### config.mk
export PLATFORM = sky130hd
export DESIGN_NAME = imem_loader
export DESIGN_NICKNAME = d
export VERILOG_FILES = /design/src/rtl/imem_loader_pkg.sv /design/src/rtl/imem_loader.sv
export SDC_FILE = /design/constraint.sdc
export NUM_CORES = 1
export LEC_CHECK = 0
export CORE_MARGIN = 2
export CORE_UTILIZATION = 59
export CTS_CLUSTER_SIZE = 20
export DETAILED_ROUTE_END_ITERATION = 7
export GPL_TIMING_DRIVEN = 0
export HOLD_SLACK_MARGIN = 0.15
export PLACE_DENSITY = 0.86
export SETUP_SLACK_MARGIN = 0.1
export SYNTH_ARGS = -nofsm -noshare
export SYNTH_HDL_FRONTEND = slang
export SYNTH_SLANG_ARGS = --single-unit
export TNS_END_PERCENT = 30
### constraint.sdc
create_clock -name clk -period 5.6 [get_ports clk]
set_input_delay 1.12 -clock clk [delete_from_list [all_inputs] [get_ports clk]]
set_output_delay 1.12 -clock clk [all_outputs]
set_load 0.1 [all_outputs]
### src/rtl/imem_loader_pkg.sv
// Shared types and sizing constants for the instruction-memory loader.
// The state encoding is common to the loader and anything that observes it.
package imem_pkg;

   typedef enum logic [2:0] {
      IDLE,
      LEN_LO,
      LEN_HI,
      DATA,
      CHECK,
      DONE,
      ERROR
   } loader_state_t;

   localparam int IMEM_ADDR_W = 12;
   localparam int IMEM_BYTES  = 4096;

   // Length field on the wire is always a 16-bit little-endian count.
   localparam int LEN_W       = 16;

endpackage

### src/rtl/imem_loader.sv
// Byte-stream program loader: parses LEN_LO, LEN_HI, payload, XOR checksum and
// writes the payload into instruction memory while holding the CPU in reset.
module imem_loader
   import imem_pkg::*;
#(
   parameter int                       ADDRESS_WIDTH = IMEM_ADDR_W,
   parameter int                       DATA_WIDTH    = 8,
   parameter logic [ADDRESS_WIDTH-1:0] BASE_ADDR     = '0
) (
   input  logic                     clk,
   input  logic                     rst_n,
   input  logic                     start,
   input  logic [DATA_WIDTH-1:0]    rx_data,
   input  logic                     rx_valid,
   output logic                     rx_ready,
   output logic [ADDRESS_WIDTH-1:0] mem_addr,
   output logic [DATA_WIDTH-1:0]    mem_wdata,
   output logic                     mem_we,
   output logic                     cpu_hold,
   output logic                     busy,
   output logic                     done,
   output logic                     error,
   output logic [ADDRESS_WIDTH:0]   byte_count
);

   // One extra bit so a full-capacity length (2**ADDRESS_WIDTH) is representable.
   localparam int                CMP_W    = LEN_W + 1;
   localparam logic [CMP_W-1:0]  CAPACITY = CMP_W'(1) << ADDRESS_WIDTH;

   loader_state_t              state_q, state_d;
   logic [LEN_W-1:0]           len_q, len_d;
   logic [ADDRESS_WIDTH:0]     count_q, count_d;
   logic [DATA_WIDTH-1:0]      csum_q, csum_d;
   logic                       done_q, done_d;
   logic                       error_q, error_d;
   logic                       we_q, we_d;
   logic [ADDRESS_WIDTH-1:0]   addr_q, addr_d;
   logic [DATA_WIDTH-1:0]      wdata_q, wdata_d;

   logic                       xfer;
   logic [ADDRESS_WIDTH:0]     countNext;
   logic [CMP_W-1:0]           countNextExt;
   logic [CMP_W-1:0]           lenFullExt;
   logic [CMP_W-1:0]           lenExt;

   assign rx_ready     = (state_q == LEN_LO) || (state_q == LEN_HI) ||
                         (state_q == DATA)   || (state_q == CHECK);
   assign xfer         = rx_valid && rx_ready;
   assign countNext    = count_q + {{ADDRESS_WIDTH{1'b0}}, 1'b1};
   assign countNextExt = CMP_W'(countNext);
   assign lenExt       = CMP_W'(len_q);
   assign lenFullExt   = CMP_W'({rx_data[7:0], len_q[7:0]});

   always_comb begin
      state_d = state_q;
      len_d   = len_q;
      count_d = count_q;
      csum_d  = csum_q;
      done_d  = done_q;
      error_d = error_q;
      we_d    = 1'b0;
      addr_d  = addr_q;
      wdata_d = wdata_q;

      unique case (state_q)
         IDLE, DONE, ERROR: begin
            if (start) begin
               state_d = LEN_LO;
               done_d  = 1'b0;
               error_d = 1'b0;
               count_d = '0;
               csum_d  = '0;
            end
         end

         LEN_LO: begin
            if (xfer) begin
               len_d[7:0] = rx_data[7:0];
               state_d    = LEN_HI;
            end
         end

         LEN_HI: begin
            if (xfer) begin
               len_d[15:8] = rx_data[7:0];
               if (lenFullExt > CAPACITY) begin
                  state_d = ERROR;
                  error_d = 1'b1;
               end else if (lenFullExt == '0) begin
                  state_d = CHECK;
               end else begin
                  state_d = DATA;
               end
            end
         end

         // Address is truncated to the memory width so BASE_ADDR + count wraps.
         DATA: begin
            if (xfer) begin
               we_d    = 1'b1;
               addr_d  = BASE_ADDR + count_q[ADDRESS_WIDTH-1:0];
               wdata_d = rx_data;
               count_d = countNext;
               csum_d  = csum_q ^ rx_data;
               if (countNextExt == lenExt) begin
                  state_d = CHECK;
               end
            end
         end

         CHECK: begin
            if (xfer) begin
               if (rx_data == csum_q) begin
                  state_d = DONE;
                  done_d  = 1'b1;
               end else begin
                  state_d = ERROR;
                  error_d = 1'b1;
               end
            end
         end

         default: begin
            state_d = IDLE;
         end
      endcase
   end

   always_ff @(posedge clk or negedge rst_n) begin
      if (!rst_n) begin
         state_q <= IDLE;
         len_q   <= '0;
         count_q <= '0;
         csum_q  <= '0;
         done_q  <= 1'b0;
         error_q <= 1'b0;
         we_q    <= 1'b0;
         addr_q  <= '0;
         wdata_q <= '0;
      end else begin
         state_q <= state_d;
         len_q   <= len_d;
         count_q <= count_d;
         csum_q  <= csum_d;
         done_q  <= done_d;
         error_q <= error_d;
         we_q    <= we_d;
         addr_q  <= addr_d;
         wdata_q <= wdata_d;
      end
   end

   // The CPU stays held after a failed load so it never runs a partial image.
   assign busy       = rx_ready;
   assign cpu_hold   = rx_ready || (state_q == ERROR);
   assign done       = done_q;
   assign error      = error_q;
   assign byte_count = count_q;
   assign mem_we     = we_q;
   assign mem_addr   = addr_q;
   assign mem_wdata  = wdata_q;

endmodule

==> run summary <==
Nets: 447
Async SR Flop Fraction: 100.0%
Tcrit/Tclk final: 69.73%
Ant diodes: 0
EDFF count, synth: 0
Clk_skew: 0.006881 ns
Gr ovfl total: 0
Max-slew headroom: 34.89%
CP Data Arrival Time: 2.79 ns
Post-DR wirelength/cell: 17.45 um
Reg2Reg Setup Slack: 3.02 ns
Die Height: 80.63 um
ANT nets after route: 0
Final core occ: 76.39%
Final Max Tran Viols: 0
Syn Area/Cell: 9.288 sq um
Status: complete, no violations
DRC: 0
MaxCap Viol Count: 0
Number of setup buffers added after CTS: 0
Clock Path Buffers: 2
Fmax: 0.2561 GHz
Hold Buf Count CTS: 0
Synth Instances: 373
Reg2reg start: byte_count[0]
RSZ-0062 raised after global routing: no
Vias/cell: 6.149
Fraction of layout cells with a size suffix above 1: 13.01%
Leak: 1.818 nW
Final setup vio count: 0
Worst Setup End Kind: output pin
1st-iter DRT viols: 269
GPL Wtd Cong: 0.9219
Synth cell types: 56
Synthesis-to-layout area growth: 22.90%
Hold Path Class: reg -> reg
Setup_tns: 0 ns
Detailed Route WL: 8900 um
Worst-Margin Slew: 0.9736 ns
CTS tree: done
Final Critical Period: 3.905 ns
Port-buffer cells: 49
Die W: 80.63 um
Row Count: 27
Hold Fails Final Rpt: 0
Via Count: 3,136
Min-delay src: mem_addr[11]
Inserted Clock Buffers: 9
Hpwl dp: 6103 um
Hold EP: mem_addr[11]
Fillers: 417
Yosys warning count: 0
CP required: 4.48 ns
Total GRT Usage: 29.15%
Root Driver: clkbuf_8
Starting Density: 62.15%
Worst-path clk slew: 0.06 ns
Pwr per Cell Area: 537.7 mW/mm^2
Share of the yosys chip area belonging to registers: 45.50%
Area of the core: 0.005574 sq mm
Largest net degree at the start of global routing: 43
Vias in the first global route: 2,888
Primary FF master, synth: dfrtp_1
I/O pin total: 51
CP Max Fanout: 10
Worst vdd ir: 0.4524 mV
Worst reg2reg path endpoint: state_q[1]
Initial antenna violation count: 0
Number of gates resized after CTS: 0
Synth Cell Area: 0.003465 sq mm
TritonRoute pass-1 iters: 5
FF-to-FF path depth: 7
CTS sink cnt: 63
Global-route wire length before repair: 14,170 um
Die area: 0.006501 sq mm
Yosys reg bits: 63
Synth Net Count: 386
Later-pin clock latency in the skew report: 0.34 ns
Hold path depth: 2
CP Launch Type: flip-flop
Crit Path Class: reg -> out
H-tree depth: 3
==> worst max-delay path by stage <==
stage          endpoint        from  slack [ns]
2_1_floorplan  rx_ready  state_q[1]        1.58
3_3_place_gp       done       rst_n        1.46
3_5_place_dp   rx_ready  state_q[1]        2.10
4_1_cts        rx_ready  state_q[1]        1.74
5_1_grt        rx_ready  state_q[1]        1.60
6_report       rx_ready  state_q[1]        1.69
==> per-stage QoR <==
step                      instance area, sq um  hold WS (ns)  setup WS (ns)  cells  power, W
after global placement                    4045        0.4570          1.456    494  0.001845
final                                     4258        0.4748          1.695    510  0.002289
after floorplan                           3465        0.4711          1.581    373  0.001587
after detailed placement                  4060        0.4620          2.102    495  0.001876
after global routing                      4258        0.4958          1.596    510  0.002390
after CTS                                 4258        0.4805          1.736    510  0.002278
==> layout by cell type (no fill, tap or decap), drive strengths merged, types with 2 or more instances in the layout <==
master,count
a31oi,5
o311ai,3
mux2,16
nand2b,5
inv,6
clkdlybuf4s50,48
nor2,26
o31ai,5
and3,5
dfrtp,63
nor3,6
nand2,68
xor2,6
buf,13
nand4,7
a21oi,10
a21boi,2
clkbuf,25
nor4,6
o41ai,2
nand3,14
and4,2
nor2b,6
xnor2,15
or3b,2
o21a,2
nand3b,3
o21ai,46
nor3b,2
a32oi,2
clkinv,2
==> kinds of logic (layout without fill, tap and decap cells) <==
family / Yosys count / count (layout) / synth area share (%)
xor gates and xnor gates: 21 / 21 / 5.309
AOI/OAI and AO/OA: 86 / 86 / 15.89
and+or+nand+nor: 155 / 155 / 22.03
buffers and inverters: 31 / 96 / 5.706
DFF: 63 / 63 / 45.50
adders and majority gates: 1 / 1 / 0.3611
muxes: 16 / 16 / 5.200
==> registers in the layout, indices dropped and copies added (netlist names) <==
register,flops
csum_q,8
mem_addr,12
done,1
len_q,16
state_q,3
mem_we,1
error,1
byte_count,13
mem_wdata,8
==> final cells by class <==
| cell class | instances | area [sq um] | area share, % |
|---|---|---|---|
| clock inverter | 3 | 42.54 | 0.9991 |
| sequential | 63 | 1577 | 37.03 |
| buffer | 24 | 171.4 | 4.026 |
| inverter | 7 | 26.28 | 0.6171 |
| clock buffer | 12 | 155.1 | 3.644 |
| tap | 72 | 90.09 | 2.116 |
| multi-input combinational | 279 | 1690 | 39.70 |
| timing repair buffer | 50 | 505.5 | 11.87 |
==> where the power goes <==
group / internal (W) / switching, W
combinational: 0.000363 / 0.000819
sequential: 0.000583 / 0.000126
clock: 0.000227 / 0.000172
total: 0.00117 / 0.00112
==> routing by layer <==
metal  global-route usage (%)  vias up  part of all wire, %
li1                         -     1429                    -
met3                    4.607       26                  7.2
met2                    46.67      183                   48
met4                    14.24        0                  3.2
met5                        0        -                    0
met1                    38.57     1498                   42
==> worst max-delay path: stages (launching register included) <==
cell and delay (ns):
dfrtp_1 0.43, clkbuf_1 0.34, nor2_1 0.14, xnor2_1 0.25, buf_4 0.16, clkdlybuf4s50_1 1.12
==> synthesized netlist by cell type (2+ instances only) <==
cell | instances | area, sq um
buf_1 | 3 | 11.26
nor2b_1 | 5 | 31.28
nand3_2 | 2 | 20.02
nor3_1 | 5 | 25.02
nor3b_1 | 2 | 15.01
nand2_1 | 68 | 255.2
dfrtp_1 | 63 | 1577
xnor2_1 | 15 | 131.4
nand4_1 | 7 | 43.79
mux2_2 | 16 | 180.2
xor2_1 | 6 | 52.55
or3b_1 | 2 | 17.52
o21ai_0 | 44 | 220.2
buf_6 | 3 | 33.78
a31oi_1 | 5 | 31.28
nand3b_1 | 3 | 22.52
nand2b_1 | 5 | 31.28
and3_2 | 2 | 15.01
nor2_1 | 25 | 93.84
o21ai_1 | 2 | 10.01
o41ai_1 | 2 | 17.52
clkbuf_8 | 5 | 68.82
o21a_1 | 2 | 15.01
a21oi_1 | 10 | 50.05
inv_1 | 6 | 22.52
o311ai_0 | 3 | 26.28
clkbuf_1 | 8 | 30.03
o31ai_1 | 5 | 37.54
nor4_1 | 6 | 37.54
nand3_1 | 12 | 60.06
and3_1 | 3 | 18.77
buf_2 | 4 | 20.02
Note: power is estimated with default switching activity, not from simulation.
